<file path="config.mk">
export PLATFORM = sky130hd
export DESIGN_NAME = alu_op_sequencer
export DESIGN_NICKNAME = d
export VERILOG_FILES = /design/src/rtl/alu_ctrl_pkg.sv /design/src/rtl/key_debouncer.sv /design/src/rtl/alu_op_sequencer.sv
export SDC_FILE = /design/constraint.sdc
export NUM_CORES = 1
export LEC_CHECK = 0
export BUFFER_PORTS_ARGS = -buffer_cell sky130_fd_sc_hd__buf_2
export CAP_MARGIN = 20
export CORE_ASPECT_RATIO = 1.25
export CORE_MARGIN = 8
export CORE_UTILIZATION = 44
export CTS_CLUSTER_SIZE = 25
export DETAILED_ROUTE_END_ITERATION = 12
export PLACE_DENSITY = 0.68
export SLEW_MARGIN = 20
export SYNTH_ARGS = -nofsm -noshare
export SYNTH_HDL_FRONTEND = slang
export SYNTH_HIERARCHICAL = 1
export SYNTH_SLANG_ARGS = --single-unit
</file>
<file path="constraint.sdc">
create_clock -name clk -period 2.2 [get_ports clk]
set_clock_uncertainty 0.1 [all_clocks]
set_input_delay 0.11 -clock clk [delete_from_list [all_inputs] [get_ports clk]]
set_output_delay 0.11 -clock clk [all_outputs]
set_load 0.005 [all_outputs]
</file>
<file path="src/rtl/alu_ctrl_pkg.sv">
// Shared types and constants for the mini-ALU front-end sequencer.
package alu_ctrl_pkg;

    localparam int OPND_W           = 4;
    localparam int SW_W             = 10;
    localparam int DEFAULT_RESULT_W = 20;

    typedef enum logic [2:0] {
        S_OP1,
        S_OP2,
        S_CMD,
        S_EXEC,
        S_SHOW
    } seq_state_t;

    // One-hot entry-phase indicator {CMD,OP2,OP1}; dark while executing or showing.
    function automatic logic [2:0] phase_led(input seq_state_t s);
        case (s)
            S_OP1:   return 3'b001;
            S_OP2:   return 3'b010;
            S_CMD:   return 3'b100;
            default: return 3'b000;
        endcase
    endfunction

endpackage

</file>
<file path="src/rtl/key_debouncer.sv">
// Push-button conditioner: synchronizes an active-low raw key, debounces it with a
// stability counter and emits a single-cycle pulse on each accepted press.
module key_debouncer #(
    parameter int DEBOUNCE_CYCLES = 500_000
) (
    input  logic clk,
    input  logic rst_n,
    input  logic key_n,
    output logic press_p
);

    localparam int CNT_W = (DEBOUNCE_CYCLES > 1) ? $clog2(DEBOUNCE_CYCLES) : 1;
    localparam logic [CNT_W-1:0] CNT_LAST = CNT_W'(DEBOUNCE_CYCLES - 1);

    logic             sync1_q, sync2_q;
    logic             pressed_q, pressed_d;
    logic [CNT_W-1:0] cnt_q, cnt_d;
    logic             press_q, press_d;
    logic             pressed_raw;

    // Raw key is active-low; sync flops idle high so reset means "released".
    assign pressed_raw = ~sync2_q;
    assign press_p     = press_q;

    // Count consecutive cycles the synchronized key disagrees with the accepted level.
    always_comb begin
        pressed_d = pressed_q;
        cnt_d     = '0;
        press_d   = 1'b0;
        if (pressed_raw != pressed_q) begin
            if (cnt_q == CNT_LAST) begin
                pressed_d = pressed_raw;
                press_d   = pressed_raw;
            end else begin
                cnt_d = cnt_q + CNT_W'(1);
            end
        end
    end

    // Synchronizer, accepted level, counter and pulse registers.
    always_ff @(posedge clk or negedge rst_n) begin
        if (!rst_n) begin
            sync1_q   <= 1'b1;
            sync2_q   <= 1'b1;
            pressed_q <= 1'b0;
            cnt_q     <= '0;
            press_q   <= 1'b0;
        end else begin
            sync1_q   <= key_n;
            sync2_q   <= sync1_q;
            pressed_q <= pressed_d;
            cnt_q     <= cnt_d;
            press_q   <= press_d;
        end
    end

endmodule

</file>
<file path="src/rtl/alu_op_sequencer.sv">
// Operand/command entry sequencer for the mini ALU: collects two operands and a
// command from the switch bank, drives the ALU, waits for it to settle and holds
// the result for the display encoder.
module alu_op_sequencer
    import alu_ctrl_pkg::*;
#(
    parameter int DEBOUNCE_CYCLES = 500_000,
    parameter int ALU_LATENCY     = 1,
    parameter int RESULT_W        = DEFAULT_RESULT_W
) (
    input  logic                clk,
    input  logic                rst_n,
    input  logic [SW_W-1:0]     sw,
    input  logic                key_enter_n,
    input  logic                key_clear_n,
    output logic [OPND_W-1:0]   alu_op1,
    output logic [OPND_W-1:0]   alu_op2,
    output logic                alu_operation,
    output logic                alu_sign,
    input  logic [RESULT_W-1:0] alu_result,
    output logic [RESULT_W-1:0] disp_value,
    output logic                result_valid,
    output logic [2:0]          state_led
);

    localparam int WAIT_W = (ALU_LATENCY > 1) ? $clog2(ALU_LATENCY) : 1;
    localparam logic [WAIT_W-1:0] WAIT_LAST = WAIT_W'(ALU_LATENCY - 1);

    logic enter_p, clear_p;

    seq_state_t          state_q, state_d;
    logic [OPND_W-1:0]   op1_q, op1_d;
    logic [OPND_W-1:0]   op2_q, op2_d;
    logic                oper_q, oper_d;
    logic                sign_q, sign_d;
    logic [WAIT_W-1:0]   wait_cnt_q, wait_cnt_d;
    logic [RESULT_W-1:0] result_q, result_d;
    logic                valid_q, valid_d;
    logic [2:0]          led_q, led_d;

    // Upper switches are not part of the entry protocol.
    logic sw_unused;
    assign sw_unused = ^sw[SW_W-1:OPND_W];

    key_debouncer #(.DEBOUNCE_CYCLES(DEBOUNCE_CYCLES)) u_enter_deb (
        .clk     (clk),
        .rst_n   (rst_n),
        .key_n   (key_enter_n),
        .press_p (enter_p)
    );

    key_debouncer #(.DEBOUNCE_CYCLES(DEBOUNCE_CYCLES)) u_clear_deb (
        .clk     (clk),
        .rst_n   (rst_n),
        .key_n   (key_clear_n),
        .press_p (clear_p)
    );

    // Next-state and datapath updates; clear (and any illegal state) wins over enter.
    always_comb begin
        state_d    = state_q;
        op1_d      = op1_q;
        op2_d      = op2_q;
        oper_d     = oper_q;
        sign_d     = sign_q;
        wait_cnt_d = wait_cnt_q;
        result_d   = result_q;
        valid_d    = valid_q;
        if (clear_p) begin
            state_d    = S_OP1;
            op1_d      = '0;
            op2_d      = '0;
            oper_d     = 1'b0;
            sign_d     = 1'b0;
            wait_cnt_d = '0;
            result_d   = '0;
            valid_d    = 1'b0;
        end else begin
            case (state_q)
                S_OP1: if (enter_p) begin
                    op1_d   = sw[OPND_W-1:0];
                    state_d = S_OP2;
                end
                S_OP2: if (enter_p) begin
                    op2_d   = sw[OPND_W-1:0];
                    state_d = S_CMD;
                end
                S_CMD: if (enter_p) begin
                    oper_d     = sw[1];
                    sign_d     = sw[0];
                    wait_cnt_d = '0;
                    state_d    = S_EXEC;
                end
                S_EXEC: begin
                    if (wait_cnt_q == WAIT_LAST) begin
                        result_d = alu_result;
                        valid_d  = 1'b1;
                        state_d  = S_SHOW;
                    end else begin
                        wait_cnt_d = wait_cnt_q + WAIT_W'(1);
                    end
                end
                S_SHOW: if (enter_p) begin
                    valid_d = 1'b0;
                    state_d = S_OP1;
                end
                default: begin
                    state_d    = S_OP1;
                    op1_d      = '0;
                    op2_d      = '0;
                    oper_d     = 1'b0;
                    sign_d     = 1'b0;
                    wait_cnt_d = '0;
                    result_d   = '0;
                    valid_d    = 1'b0;
                end
            endcase
        end
        led_d = phase_led(state_d);
    end

    // State, ALU drive, wait counter, held result and LED registers.
    always_ff @(posedge clk or negedge rst_n) begin
        if (!rst_n) begin
            state_q    <= S_OP1;
            op1_q      <= '0;
            op2_q      <= '0;
            oper_q     <= 1'b0;
            sign_q     <= 1'b0;
            wait_cnt_q <= '0;
            result_q   <= '0;
            valid_q    <= 1'b0;
            led_q      <= 3'b001;
        end else begin
            state_q    <= state_d;
            op1_q      <= op1_d;
            op2_q      <= op2_d;
            oper_q     <= oper_d;
            sign_q     <= sign_d;
            wait_cnt_q <= wait_cnt_d;
            result_q   <= result_d;
            valid_q    <= valid_d;
            led_q      <= led_d;
        end
    end

    // Display shows live switch entry during entry phases, the held result otherwise.
    always_comb begin
        case (state_q)
            S_OP1, S_OP2: disp_value = {{(RESULT_W-OPND_W){1'b0}}, sw[OPND_W-1:0]};
            S_CMD:        disp_value = {{(RESULT_W-2){1'b0}}, sw[1:0]};
            default:      disp_value = result_q;
        endcase
    end

    assign alu_op1       = op1_q;
    assign alu_op2       = op2_q;
    assign alu_operation = oper_q;
    assign alu_sign      = sign_q;
    assign result_valid  = valid_q;
    assign state_led     = led_q;

endmodule

</file>
Yosys cells after proc, flatten, opt, wreduce, memory -nomap -nowiden
Cells that the tools add are included.
- add/subtract/negate cells: 3
- multiply operators: 0
- divide/modulo/power cells: 0
- magnitude comparators: 0
- eq/ne operators: 21
- shift-type cells: 0
- muxes and demuxes: 38
- bitwise gates (word level): 2
- reduce and logical (&&, ||, !) cells: 17
- operator list (operator ; count):
    $pmux W20 S2 ; 2
    $mux W19 ; 4
    $mux W20 ; 2
    $add A19 B1 Y19 const B ; 2
    $eq A19 B19 Y1 const B ; 2
    $mux W3 ; 6
    $pmux W4 S2 ; 2
    $reduce_or A4 Y1 ; 4
    $pmux W3 S5 ; 1
    $reduce_and A2 Y1 ; 7
    $mux W1 ; 13
    $mux W4 ; 3
    $ne A2 B1 Y1 const B ; 6
    $ne A3 B1 Y1 const B ; 4
    $eq A3 B2 Y1 const B ; 3
    $pmux W3 S3 ; 1
    $eq A3 B1 Y1 const B ; 2
    $logic_not A3 Y1 ; 2
    $pmux W1 S3 ; 2
    $reduce_or A3 Y1 ; 2
    $pmux W1 S2 ; 2
    $eq A3 B3 Y1 const B ; 1
    $ne A3 B2 Y1 const B ; 1
    $reduce_and A3 Y1 ; 1
    other kinds (4) ; 6
- register bits after elaboration: 84
- bits in latches: 0
- memory bits (writable): 0
- memory bits (read-only): 0
- input bits: 34
- output and inout bits: 34
- word-level logic and storage cells: 100
- memories kept: 0

Depth between registers and ports, before layout
- depth in word-level cells: 5
- depth in mapped cells: 6
- gate-level depth less buffers: 5

Hierarchy
The synthesis kept the hierarchy.
- by module, submodules not included (module ; times used ; cells an instance ; area each (um^2) ; sequential area each (um^2)):
    key_debouncer ; 2 ; 111 ; 1113.6 ; 578.1
    alu_op_sequencer ; 1 ; 160 ; 1825.5 ; 927.1

Least setup slack after synthesis
OpenSTA, ideal clock, no wires.
- path kind: register to register
- start point: register u_clear_deb.cnt_q[0]
- end point: register u_clear_deb.cnt_q[18]
- setup time: 0.122 ns
- arrival time: 1.592 ns
- required time: 1.978 ns
- setup slack: 0.385 ns
- cell stages (with the launch flop): 6
- path buffers: 0
- clock period less this slack: 1.815 ns
- cell sequence: dfrtp_1 -> ha_1 -> nand4_2 -> nor4_1 -> mux2i_1 -> nor2_1
- word-level cells in the longest chain between the ends: 3
- RTL lines (element ; line ; source):
    start, declared ; key_debouncer.sv:17 ; logic [CNT_W-1:0] cnt_q, cnt_d;
    start signal, assigned ; key_debouncer.sv:52 ; cnt_q <= cnt_d;
    $add A19 B1 Y19 / $eq A19 B19 Y1 (equally long branches) ; key_debouncer.sv:35, key_debouncer.sv:31 ;
    $mux W19 (*) ; key_debouncer.sv:31 ; if (cnt_q == CNT_LAST) begin
    $mux W19 (*) ; key_debouncer.sv:30 ; if (pressed_raw != pressed_q) begin
    net u_clear_deb.cnt_d[18] ; key_debouncer.sv:17 ;
Mark *: on every way through the listed nets, which the timed path passes. The rest lies on a longest branch.
A chain may end at the register's enable or synchronous reset.

Final worst setup path
- start point: register u_clear_deb.cnt_q[2]
- end point: register u_clear_deb.cnt_q[17]
Same word-level chain as after synthesis.

==> flow_summary.toml <==
[synthesis]
ys.flop_type = "dfrtp_1"
syn_area_um2 = 4050
synth_edf_count = 0
yosysTopAreaCell = "dfrtp_1"
syn_nets = 418
seq_area_frac_synth_pct = 51.4
synth.most_common_cell = "dfrtp_1"
yosys-top-cells-count = "dfrtp_1, nor2_1, xnor2_1"
synthArstFlopShare_pct = 100
yosys_warnings = 6
syn-instance-count = 382
ys_top_cells_by_area = "dfrtp_1, xnor2_1, a22o_1, nor2_1, dfstp_2"
synth_cell_type_count = 44
ys_seq_elements = 83
yosysTopAreaCellShare_pct = 48.2
syn-mean-instance-area_um2 = 10.6

[clock_network]
cts_buffers = 9
tritoncts = "done"
clkSinkCount = 83
clkLatencyLatePin_ns = 0.33
clk_pin_slew_ns = 0.06
htree_levels = 3
cts_setup_buffers = 0
cts-root-buf = "clkbuf_16"
clock_path_buffers = 2
cts_hold_repair.buffers = 27
post_cts_resized = 0

[die]
initial_core_util_pct = 44.7
die_area_um2 = 12600
rows = 39
coreArea_um2 = 9080
die_h_um = 123
die_x_um = 102
io_pins = 68

[power_and_ir_drop]
power_density_nw_per_um2 = 618
ir_worst_vdd_v = 0.000314
p_leak_nw = 2.18
power_mw = 3.11

[global_route]
grt.total_usage_pct = 14.7
grt_max_degree = 41
antenna_found_initial = 0
grt_pass1_vias = 3107
grt_pass1_wl_mm = 14.7
grt_overflow = 0

[finish]
layout-drive-gt1-share_pct = 23.1
antenna_cells = 0
num-nets-final = 513
seqCellArea_um2 = 2080
multi_input_area_um2 = 1760
fill_cells = 782
syn2layout_area_growth_pct = 24.1
stdcell_count = 604
postLayoutCoreUtil_pct = 55.4

[drt]
drc = 0
final_antenna_net_count = 0
wl_mm = 8.82
avgRoutedWirePerCell_um = 14.6
viasPerCell = 5.17
drtIter0Drc = 163
via_count = 3122
firstDrtPassIters = 4

[worst_setup_path]
setup.worst_path.class = "register to register"
cp-end-kind = "register"
critPathLaunchType = "register"
cp_slowest_stage_delay_ns = 0.56
crit_slowest_cell = "or4_4"
path_buf_inv = 0
crit_path_max_fanout = 6
crit_chain = "nand4_1 > or4_4 > or3_1 > a21oi_1"
critPathTopFamily = "simple AND/OR/NAND/NOR gates"
cp.required_ns = 2.35
arrival_ns = 2.07

[place]
portBuffers = 61
place_hpwl_mm = 6.19
place_inst = 562
gp_congestion = 0.843

[timing]
fin_crit_sh_pct = 87.4
rsz0062_at_grt = "no"
setup_tns_ns = 0
hold_violations = 0
worst-slew-pin-transition_ns = 0.520
fmax_mhz = 520
slew_viol_final = 0
fin_crit_ns = 1.92
maxSlewHeadroom_pct = 65.0
setup_viol = 0

[worst_hold_path]
hold_class = "input port to async pin"

[run_status]
status = "completed"

[flow_run]
max-cap-violations = 0
[where the power goes]
part | internal, mW | switching [mW] | total, mW
Clock | 0.869 | 0.538 | 1.41
Sequential | 1.54 | 0.0153 | 1.56
Combinational | 0.0724 | 0.0700 | 0.142
[cell families (layout without fill, tap and decap cells)]
kind of cell    after synthesis  in the layout  share of synthesized area (%)
compound gates               55             55                           10.2
xor+xnor                     33             33                           7.13
fa+ha+maj                     3              3                          0.895
buf+inv                      37            136                           5.25
flops                        83             83                           51.4
mux                          10             10                           2.59
simple gates                161            161                           22.5
[flip-flops by register name, summed over array words and instances (netlist names), 3 cells and up]
name               cells
result_q              20
u_clear_deb/cnt_q     19
u_enter_deb/cnt_q     19
alu_op1                4
alu_op2                4
state_led              3
state_q                3
[path summary, 6_finish.rpt]
kind	cells after the start	slack [ns]	start	end
min in group clk	0	0.26	u_clear_deb/sync1_q	u_clear_deb/sync2_q
worst min-delay path	2	0.19	rst_n	alu_op1[1]
worst min register to register	0	0.26	u_clear_deb/sync1_q	u_clear_deb/sync2_q
worst max register to register	4	0.28	u_clear_deb/cnt_q[2]	u_clear_deb/cnt_q[17]
max in group asynchronous	3	1.12	rst_n	u_clear_deb/sync1_q
worst max-delay path	4	0.28	u_clear_deb/cnt_q[2]	u_clear_deb/cnt_q[17]
[worst register-to-register path, stage by stage, from the launching register on]
cell     delay, ns
dfrtp_1       0.44
nand4_1       0.24
or4_4         0.56
or3_1         0.36
a21oi_1       0.15
[layout make-up]
cell class / count / area share (%)
Sequential cell: 83 / 41.4
Inverter: 18 / 1.34
Multi-Input combinational cell: 262 / 34.9
Timing Repair Buffer: 103 / 13.7
Tap cell: 123 / 3.06
Clock inverter: 3 / 0.796
Clock buffer: 12 / 4.70
[stage by stage]
| stage | hold WS (ns) | setup WS (ns) | instance area [um2] |
|---|---|---|---|
| after CTS | 0.189 | 0.289 | 5030 |
| after global placement | 0.00751 | 0.336 | 4480 |
| final | 0.188 | 0.278 | 5030 |
| after global routing | 0.231 | 0.157 | 5030 |
| after detailed placement | 0.00819 | 0.301 | 4480 |
| after floorplan | -0.286 | 0.385 | 4050 |
[layout by cell type, fill, tap and decap left out, types with 3 or more instances in the layout]
cell	n
o21ai_1	3
mux2i_1	6
nand4_1	16
nand2_1	15
mux2_2	4
dfstp_2	5
dlygate4sd3_1	27
nand4_2	4
buf_4	16
clkbuf_16	9
xnor2_1	29
nand3_1	14
nor3_1	14
buf_2	60
o21a_1	4
clkbuf_1	3
a21oi_1	7
xor2_1	4
nand2b_1	3
inv_1	18
nor4_1	7
dfrtp_1	78
nor2_1	45
o21ai_0	6
a22o_1	22
and2_1	4
and3_1	4
nor4b_1	4
nor2b_1	18
a31oi_1	4
o32ai_1	5
or3_1	3
[metal layers]
| layer | global-route usage (%) | wire length, um | vias up | share of wire (%) |
|---|---|---|---|---|
| met5 | 0 | 0 | - | 0 |
| met4 | 6.35 | 94 | 0 | 1.1 |
| met3 | 3.44 | 559 | 11 | 6.3 |
| met2 | 24.7 | 4280 | 87 | 49 |
| met1 | 17.7 | 3880 | 1486 | 44 |
| li1 | - | - | 1538 | - |
No activity file was read; power rests on OpenSTA's default activity.
